**src/rtl/dispatch_scheduler_pkg.sv**
```systemverilog
// Shared types for the kernel dispatch scheduler: config struct, counters, FSM encodings.
// Latency: n/a (types only).
// Backpressure: n/a (types only).
package dispatch_scheduler_pkg;

    localparam int DATA_W = 16;

    typedef logic [DATA_W-1:0] data_t;

    typedef struct packed {
        data_t num_blocks;
        data_t kernel_id;
    } kernel_config_t;

    typedef enum logic [1:0] {
        IDLE   = 2'd0,
        RUN    = 2'd1,
        FINISH = 2'd2
    } dispatch_state_t;

    typedef enum logic [1:0] {
        C_IDLE  = 2'd0,
        C_RESET = 2'd1,
        C_RUN   = 2'd2
    } core_state_t;

endpackage

```
**src/rtl/dispatch_scheduler_arb.sv**
```systemverilog
// Picks one requesting core per cycle, round-robin from the last grant or fixed lowest-index.
// Latency: grant is combinational from req; pointer moves on the clock edge after a grant.
// Backpressure: none; an empty request vector simply yields no grant.
module rr_arbiter #(
    parameter int NUM_CORES = 4,
    parameter int RR_ARB    = 1
) (
    input  logic                 clk,
    input  logic                 reset,
    input  logic [NUM_CORES-1:0] req,
    output logic [NUM_CORES-1:0] grant
);

    localparam int PTR_W = (NUM_CORES > 1) ? $clog2(NUM_CORES) : 1;

    logic [PTR_W-1:0] ptr;
    logic [PTR_W-1:0] grant_idx;
    logic [PTR_W-1:0] idx;
    logic             found;

    // Scan starting just past the last winner (or from index 0) and take the first requester
    always_comb begin
        grant     = '0;
        grant_idx = '0;
        idx       = '0;
        found     = 1'b0;
        for (int i = 0; i < NUM_CORES; i++) begin
            if (RR_ARB != 0) begin
                idx = PTR_W'((int'(ptr) + 1 + i) % NUM_CORES);
            end else begin
                idx = PTR_W'(i);
            end
            if (!found && req[idx]) begin
                found      = 1'b1;
                grant[idx] = 1'b1;
                grant_idx  = idx;
            end
        end
    end

    // Remember the last winner; reset value makes core 0 the first round-robin candidate
    always_ff @(posedge clk) begin
        if (reset) begin
            ptr <= PTR_W'(NUM_CORES - 1);
        end else if (found) begin
            ptr <= grant_idx;
        end
    end

endmodule

```
**src/rtl/dispatch_scheduler.sv**
```systemverilog
// Splits a kernel launch into blocks and hands them to idle cores, one dispatch per cycle.
// Latency: handshake -> first core_reset 2 cycles, core_start one cycle later; done/aborted are registered pulses.
// Backpressure: launch_ready only in IDLE with a non-empty mask; per-core done is a level sampled in C_RUN.
module dispatch_scheduler
    import dispatch_scheduler_pkg::*;
#(
    parameter int NUM_CORES = 4,
    parameter int RR_ARB    = 1
) (
    input  logic                 clk,
    input  logic                 reset,
    input  logic                 launch_valid,
    output logic                 launch_ready,
    input  kernel_config_t       kernel_config,
    input  logic [NUM_CORES-1:0] core_mask,
    input  logic                 abort,
    input  logic [NUM_CORES-1:0] core_done,
    output logic [NUM_CORES-1:0] core_start,
    output logic [NUM_CORES-1:0] core_reset,
    output data_t                core_block_id [NUM_CORES],
    output logic                 busy,
    output logic                 done,
    output logic                 aborted,
    output data_t                blocks_done
);

    dispatch_state_t      state;
    core_state_t          core_state [NUM_CORES];
    data_t                num_blocks;
    data_t                blocks_dispatched;
    data_t                blocks_done_next;
    logic [NUM_CORES-1:0] mask;
    logic [NUM_CORES-1:0] req;
    logic [NUM_CORES-1:0] grant;
    logic [NUM_CORES-1:0] finishing;
    logic                 handshake;
    logic                 abort_hit;
    logic                 unused_cfg;

    // Only the block count matters to dispatch; the rest of the config is carried elsewhere
    assign unused_cfg = ^kernel_config.kernel_id;

    assign launch_ready = (state == IDLE) && (core_mask != '0);
    assign handshake    = launch_valid && launch_ready;
    assign abort_hit    = abort && (state != IDLE);

    // Eligible cores: idle, in the latched mask, with blocks still left to hand out
    always_comb begin
        req = '0;
        for (int i = 0; i < NUM_CORES; i++) begin
            req[i] = (state == RUN) && !abort && (core_state[i] == C_IDLE) && mask[i] &&
                     (blocks_dispatched < num_blocks);
        end
    end

    // Count the cores retiring a block this cycle; several can finish together
    always_comb begin
        finishing        = '0;
        blocks_done_next = blocks_done;
        for (int i = 0; i < NUM_CORES; i++) begin
            finishing[i]     = (core_state[i] == C_RUN) && core_done[i];
            blocks_done_next = blocks_done_next + data_t'(finishing[i]);
        end
    end

    rr_arbiter #(
        .NUM_CORES (NUM_CORES),
        .RR_ARB    (RR_ARB)
    ) u_arb (
        .clk   (clk),
        .reset (reset),
        .req   (req),
        .grant (grant)
    );

    // Kernel-level FSM: latch the launch, track counts, finish or abort
    always_ff @(posedge clk) begin
        if (reset) begin
            state             <= IDLE;
            num_blocks        <= '0;
            mask              <= '0;
            blocks_dispatched <= '0;
            blocks_done       <= '0;
            busy              <= 1'b0;
            done              <= 1'b0;
            aborted           <= 1'b0;
        end else begin
            done    <= 1'b0;
            aborted <= 1'b0;
            case (state)
                IDLE: begin
                    if (handshake) begin
                        num_blocks        <= kernel_config.num_blocks;
                        mask              <= core_mask;
                        blocks_dispatched <= '0;
                        blocks_done       <= '0;
                        busy              <= 1'b1;
                        if (kernel_config.num_blocks == '0) begin
                            state <= FINISH;
                            done  <= 1'b1;
                        end else begin
                            state <= RUN;
                        end
                    end
                end
                RUN: begin
                    if (abort) begin
                        state   <= IDLE;
                        busy    <= 1'b0;
                        aborted <= 1'b1;
                    end else begin
                        if (grant != '0) begin
                            blocks_dispatched <= blocks_dispatched + data_t'(1);
                        end
                        blocks_done <= blocks_done_next;
                        if (blocks_done_next == num_blocks) begin
                            state <= FINISH;
                            done  <= 1'b1;
                        end
                    end
                end
                FINISH: begin
                    state   <= IDLE;
                    busy    <= 1'b0;
                    aborted <= abort;
                end
                default: begin
                    state <= IDLE;
                    busy  <= 1'b0;
                end
            endcase
        end
    end

    // Per-core FSMs: one-cycle reset pulse, then run until the core reports its block done
    always_ff @(posedge clk) begin
        if (reset || abort_hit) begin
            core_start <= '0;
            core_reset <= '1;
            for (int i = 0; i < NUM_CORES; i++) begin
                core_state[i] <= C_IDLE;
            end
            if (reset) begin
                for (int i = 0; i < NUM_CORES; i++) begin
                    core_block_id[i] <= '0;
                end
            end
        end else begin
            core_reset <= '0;
            for (int i = 0; i < NUM_CORES; i++) begin
                case (core_state[i])
                    C_IDLE: begin
                        if (grant[i]) begin
                            core_state[i]    <= C_RESET;
                            core_reset[i]    <= 1'b1;
                            core_block_id[i] <= blocks_dispatched;
                        end
                    end
                    C_RESET: begin
                        core_state[i] <= C_RUN;
                        core_start[i] <= 1'b1;
                    end
                    C_RUN: begin
                        if (core_done[i]) begin
                            core_state[i] <= C_IDLE;
                            core_start[i] <= 1'b0;
                        end
                    end
                    default: begin
                        core_state[i] <= C_IDLE;
                        core_start[i] <= 1'b0;
                    end
                endcase
            end
        end
    end

endmodule

```
**config.mk**
```make
export PLATFORM = sky130hd
export DESIGN_NAME = dispatch_scheduler
export DESIGN_NICKNAME = d
export VERILOG_FILES = /design/src/rtl/dispatch_scheduler_pkg.sv /design/src/rtl/dispatch_scheduler_arb.sv /design/src/rtl/dispatch_scheduler.sv
export SDC_FILE = /design/constraint.sdc
export NUM_CORES = 1
export LEC_CHECK = 0
export BUFFER_PORTS_ARGS = -buffer_cell sky130_fd_sc_hd__buf_2
export CORE_MARGIN = 3
export CORE_UTILIZATION = 55
export DETAILED_ROUTE_END_ITERATION = 6
export PLACE_DENSITY_LB_ADDON = 0.2
export SYNTH_ARGS = -nofsm -noshare
export SYNTH_HDL_FRONTEND = slang
export SYNTH_HIERARCHICAL = 1
export SYNTH_SLANG_ARGS = --single-unit
```
**constraint.sdc**
```tcl
create_clock -name clk -period 6.3 [get_ports clk]
set_input_delay 1.26 -clock clk [delete_from_list [all_inputs] [get_ports clk]]
set_output_delay 1.26 -clock clk [all_outputs]
set_load 0.02 [all_outputs]
```
Word level (Yosys, flattened, before mapping) --
Memories as Yosys holds them, arrays and structs flattened. Index checks and enable logic that the tools add are counted.
Word-level totals: register bits after elaboration 131, memory bits (writable) 8, input port bits 44, output and inout port bits 92, logic and storage cells 289, memories 1
Operators by class: add/sub/neg operators 9, order comparisons 9, equal/unequal tests 21, multiplexer cells 141, bitwise logic cells 23, reduce and logical (&&, ||, !) cells 67
Memory list:
- core_state | depth 4, width 2, rd ports 4, clocked after Yosys merged registers in 0, write ports 4, RTL line dispatch_scheduler.sv:28 | core_state_t core_state [NUM_CORES];
Operators by type and width (number):
- $mux 16 | 12
- $mux 64 | 2
- $mux 1 | 81
- $add 16x1->16 | 4
- $pmux 16 s2 | 2
- $mux 2 | 24
- $logic_and 1x1->1 | 27
- $reduce_bool 2->1 | 10
- $add 16x1->16 const B | 1
- $eq 16x16->1 | 1
- $logic_not 16->1 | 1
- $lt 16x16->1 | 1
- $mux 4 | 4
- $ne 2x2->1 const B | 8
- $or 1x1->1 | 16
- $reduce_and 3->1 | 5
- $reduce_and 2->1 | 7
- $lt 2x3->1 const B | 4
- $or 4x4->4 | 3
- $pmux 1 s3 | 4
- $reduce_or 3->1 | 4
- $eq 2x1->1 const B | 5
- $eq 2x2->1 const B | 5
- $logic_not 2->1 | 5
- 14 further kinds | 34

Depth between registers and ports, before layout --
depth after elaboration 25, gate-level depth with buffers 22, gate-level depth less buffers 20

By module --
Netlist, hierarchy kept.
By module, submodules not included:
- dispatch_scheduler | instances 1, cells an instance 609, area an instance 6248.5 sq um, sequential area each 3463.3 sq um
- rr_arbiter | instances 1, cells an instance 76, area an instance 633.1 sq um, sequential area each 40.0 sq um

Least setup slack after synthesis --
Ideal clock, no wire load.
path kind input-to-reg, start input abort, end register blocks_dispatched[13], library setup time 0.070 ns, data arrival time 5.089 ns, required time 6.230 ns, path slack 1.141 ns, stages on the path 17, path buffers 1, cell sequence nand2b_1 -> a211o_1 -> a211oi_1 -> o21ai_0 -> a21oi_1 -> mux2i_1 -> or4_4 -> a21oi_2 -> a221o_1 -> nor4_1 -> and2_1 -> or2_2 -> clkbuf_1 -> nor3_2 -> nand4_1 -> or3_1 -> a21oi_1
Between the ends: word-level cells in the longest chain between the ends 20, elaborated cells between the ends (all ways) 42, classes of those cells 2 x eq/ne; 15 x mux; 3 x bitwise; 22 x reduce/logical
RTL lines:
- start, declared | RTL line dispatch_scheduler.sv:16 | input logic abort,
- $logic_not 1->1 * | RTL line dispatch_scheduler.sv:51 | req[i] = (state == RUN) && !abort && (core_state[i] == C_IDLE) && mask[i] &&
- $logic_and 1x1->1 * (4 in a row) | RTL line dispatch_scheduler.sv:51
- named net req[1] | RTL line dispatch_scheduler.sv:33 | logic [NUM_CORES-1:0] req;
- $bmux 1 s2 | RTL line dispatch_scheduler_arb.sv:33 | if (!found && req[idx]) begin
- $mux 1 (not written as such) | RTL line dispatch_scheduler_arb.sv:33
- $mux 1 | RTL line dispatch_scheduler_arb.sv:33
- $logic_not 1->1 | RTL line dispatch_scheduler_arb.sv:33
- $logic_and 1x1->1 | RTL line dispatch_scheduler_arb.sv:33
- [... 3 more ...]
- $mux 1 | RTL line dispatch_scheduler_arb.sv:33
- $logic_not 1->1 | RTL line dispatch_scheduler_arb.sv:33
- $logic_and 1x1->1 | RTL line dispatch_scheduler_arb.sv:33
- $mux 4 * | RTL line dispatch_scheduler_arb.sv:33
- named net grant[0] | RTL line dispatch_scheduler.sv:34 | logic [NUM_CORES-1:0] grant;
- $reduce_bool 4->1 * | RTL line dispatch_scheduler.sv:112 | if (grant != '0) begin
- $ne 2x1->1 (no source line) *
- $reduce_and 4->1 (no source line) *
- end signal, assigned | RTL line dispatch_scheduler.sv:113 | blocks_dispatched <= blocks_dispatched + data_t'(1);
- end, declared | RTL line dispatch_scheduler.sv:30 | data_t blocks_dispatched;
The timed path passes the listed nets; every way through them passes the cells marked *. The select of a mux whose other input is x is not followed. A chain may end at the register's enable or synchronous reset.

Final worst setup path --
Ends and elaborated chain as after synthesis.

==> flow_metrics.py <==
metrics = {
    "routing": {
        "drc": 0,
        "drtIter0Drc": 369,
        "via_per_inst": 5.70,
        "postRouteAntennaNets": 0,
        "firstDrtPassIters": 5,
        "vias": 5595,
        "wl_per_cell_um": 16.5,
        "wirelength_um": 16200,
    },
    "timing": {
        "layout_min_cycle_time_ns": 5.27,
        "slew_violations": 0,
        "timing.fmax_ghz": 0.190,
        "rsz0062_at_grt": "false",
        "period_share": 0.836,
        "setup_viol_count_final": 0,
        "hold_violations": 0,
        "tns_ns": 0,
        "setup_ws_ns": 1.03,
        "skew_ns": 0.00673,
        "slew_headroom": 0.237,
        "tightest_slew_ns": 1.14,
    },
    "global_routing": {
        "track_usage": 0.232,
        "grt_max_degree": 51,
        "grt_pass1_wl_um": 25900,
        "grt_pass1_vias": 5166,
        "grt-ovfl-total": 0,
        "antenna_found_initial": 0,
    },
    "final_layout": {
        "fillers": 1010,
        "multi_input_area_sq_um": 3110,
        "stdcell_area_sq_um": 8150,
        "regArea_sq_um": 3500,
        "syn2layout_area_growth_pct": 18.4,
        "layout.nets": 873,
        "diodes": 0,
        "layout-drive-gt1-share": 0.220,
    },
    "synthesis": {
        "synth.net_count": 757,
        "yosysWarnings": 6,
        "ys_types": 73,
        "ys_seq_elements": 139,
        "syn_area_sq_um": 6880,
        "synth_edf_count": 72,
        "synth_seq_area_share": 0.509,
        "avgSynthCellArea_sq_um": 10.0,
        "ys.flop_type": "edfxtp_1",
        "async_flop_share": 0,
        "syn_inst": 685,
    },
    "setup_path": {
        "path_class": "input pin to flop",
        "startpoint": "abort",
        "path_cells": "buf_2 -> nand2b_1 -> a211o_1 -> a211oi_1 -> o21ai_0 -> a21oi_1 -> mux2i_1 -> or4_4 -> a21oi_2 -> a221o_1 -> nor4_1 -> and2_1 -> or2_2 -> nor3_2 -> nand4_1 -> or3_1 -> a21oi_1",
        "crit_path_end_kind": "flop",
        "regToRegStartpoint": "state[1]$_SDFFE_PP0P_",
        "start_kind": "input pin",
        "critPathMaxStageDelay_ns": 0.61,
        "worstPathRequired_ns": 6.63,
        "arrival_ns": 5.60,
        "cp_common_cell": "a21oi_1",
        "crit_fanout": 8,
        "slowest_stage": "or4_4",
    },
    "pwr": {
        "p_total_mw": 2.81,
        "leakage_nw": 3.37,
        "vdd_drop_max_v": 0.000188,
        "powerDensity_nw_per_um2": 345,
    },
    "die": {
        "pin_count": 136,
        "die_h_um": 118,
        "die-area_sq_um": 13900,
        "rows": 40,
        "fp.dieW_um": 118,
        "core_area_sq_um": 12100,
        "start_util": 0.568,
    },
    "run": {
        "cap_violations": 0,
    },
    "run_status": {
        "status": "finished, final reports clean",
    },
    "clock_network": {
        "insertion_delay_ns": 0.41,
        "clockRootBuffer": "clkbuf_16",
        "cts_made_buffers": 17,
        "cts_tree": "yes",
        "cts_max_level": 4,
        "ctsHoldBuffers": 0,
        "clk_pin_slew_ns": 0.06,
        "post-cts-setup-buffers": 0,
        "clock-sinks": 139,
        "ctsResizeCount": 0,
        "cts_buffer_depth": 2,
    },
    "place": {
        "place.gp.congestion": 1.02,
        "io_buffers": 119,
        "pre_cts_ws_ns": 0.708,
        "post_dp_cell_area_sq_um": 7620,
        "dp_hpwl_um": 11800,
    },
    "worst_hold_path": {
        "worstHoldStart": "mask[2]$_SDFFE_PP0P_",
        "hp-class": "flop to flop",
    },
}
stage by stage:
stage / std cells / hold slack, ns / utilization
2_1_floorplan: 685 / 0.437 / -
3_3_place_gp: 950 / 0.447 / 0.629
3_5_place_dp: 950 / 0.449 / 0.629
4_1_cts: 981 / 0.460 / 0.673
5_1_grt: 981 / 0.480 / 0.673
6_report: 981 / 0.461 / 0.673
cell usage in the layout, fill, tap and decap left out, types with 8 or more instances in the layout:
cell,Yosys,final
nand4_1,13,13
buf_4,0,8
xor2_1,20,20
a21oi_1,62,61
nand3b_1,9,9
nand2b_1,11,11
ha_1,25,25
dfxtp_1,67,67
inv_1,38,38
edfxtp_1,72,72
nor2_1,64,64
buf_2,8,119
clkbuf_16,0,17
xnor2_1,8,8
a21o_1,9,9
nor3b_1,9,9
o21ai_0,27,27
and2_1,17,17
nor3_1,12,12
nor4_1,8,8
nand2_1,73,73
cell type report:
type | count | share of cell area
well taps | 168 | 0.0258
clock inverters | 14 | 0.0124
multi-input cells | 478 | 0.382
repair buffers | 127 | 0.0805
inverters | 38 | 0.0175
clock buffers | 17 | 0.0522
flip-flops and latches | 139 | 0.430
worst paths after layout:
check,cells after the start,endpoint,slack (ns)
worst max-delay path,17,blocks_dispatched[13]$_SDFFE_PP0P_,1.03
worst min-delay path,2,mask[2]$_SDFFE_PP0P_,0.46
worst max register to register,18,blocks_dispatched[13]$_SDFFE_PP0P_,1.30
worst min register to register,2,mask[2]$_SDFFE_PP0P_,0.46
power breakdown:
group,switching (mW),total (mW),internal (mW),leakage (nW)
clock,0.381,0.882,0.500,0.249
sequential,0.0704,1.18,1.11,1.30
combinational,0.510,0.743,0.233,1.83
routing by layer:
metal / track usage / routed length (um) / up-vias / part of all wire
li1: - / - / 2700 / -
met1: 0.308 / 7090 / 2640 / 0.44
met2: 0.379 / 7730 / 225 / 0.48
met3: 0.0514 / 1030 / 30 / 0.064
met4: 0.0777 / 340 / 0 / 0.021
met5: 0 / 0 / - / 0
cell usage after synthesis (2+ instances only):
master / count / area (sq um)
nand2_1: 73 / 274
edfxtp_1: 72 / 2160
dfxtp_1: 67 / 1340
nor2_1: 64 / 240
a21oi_1: 62 / 310
inv_1: 38 / 143
o21ai_0: 27 / 135
ha_1: 25 / 313
clkbuf_1: 21 / 78.8
xor2_1: 20 / 175
and2_1: 17 / 106
nand4_1: 13 / 81.3
nor3_1: 12 / 60.1
nand2b_1: 11 / 68.8
a21o_1: 9 / 67.6
nand3b_1: 9 / 67.6
nor3b_1: 9 / 67.6
buf_2: 8 / 40.0
nor4_1: 8 / 50.1
xnor2_1: 8 / 70.1
mux2i_1: 7 / 70.1
nand3_1: 7 / 35.0
a22oi_1: 6 / 45.0
a211oi_1: 5 / 37.5
a221o_1: 5 / 50.1
and3_1: 5 / 31.3
nor2b_1: 5 / 31.3
or2_2: 4 / 25.0
or3_1: 4 / 25.0
a221oi_1: 3 / 26.3
and3b_1: 3 / 26.3
and4_1: 3 / 26.3
fa_1: 3 / 60.1
mux4_2: 3 / 67.6
or4_1: 3 / 22.5
a211o_1: 2 / 17.5
a2bb2oi_1: 2 / 17.5
mux2_2: 2 / 22.5
o2111ai_1: 2 / 17.5
o21a_1: 2 / 15.0
o31ai_1: 2 / 15.0
o32ai_1: 2 / 17.5
or4_4: 2 / 22.5
worst max-delay path, delay by kind of cell:
family	cells	cell delay, ns
buffers and inverters	1	0.14
AO/OA/AOI/OAI	7	1.70
AND/OR/NAND/NOR	8	2.23
multiplexers	1	0.25
flip-flops by register name, indices dropped and copies added (netlist names):
register / flops
blocks_dispatched: 16
busy: 1
core_start: 4
u_arb/ptr: 2
aborted: 1
core_state: 8
blocks_done: 16
core_reset: 4
mask: 4
num_blocks: 16
core_block_id: 64
done: 1
state: 2
cell families after synthesis:
logic type,synth area share
AND/OR/NAND/NOR,0.197
AO/OA/AOI/OAI,0.136
flip-flops,0.509
buffers and inverters,0.0396
adder cells (fa/ha/maj),0.0556
XOR/XNOR,0.0356
multiplexers,0.0271
No activity file was read; power rests on OpenSTA's default activity.
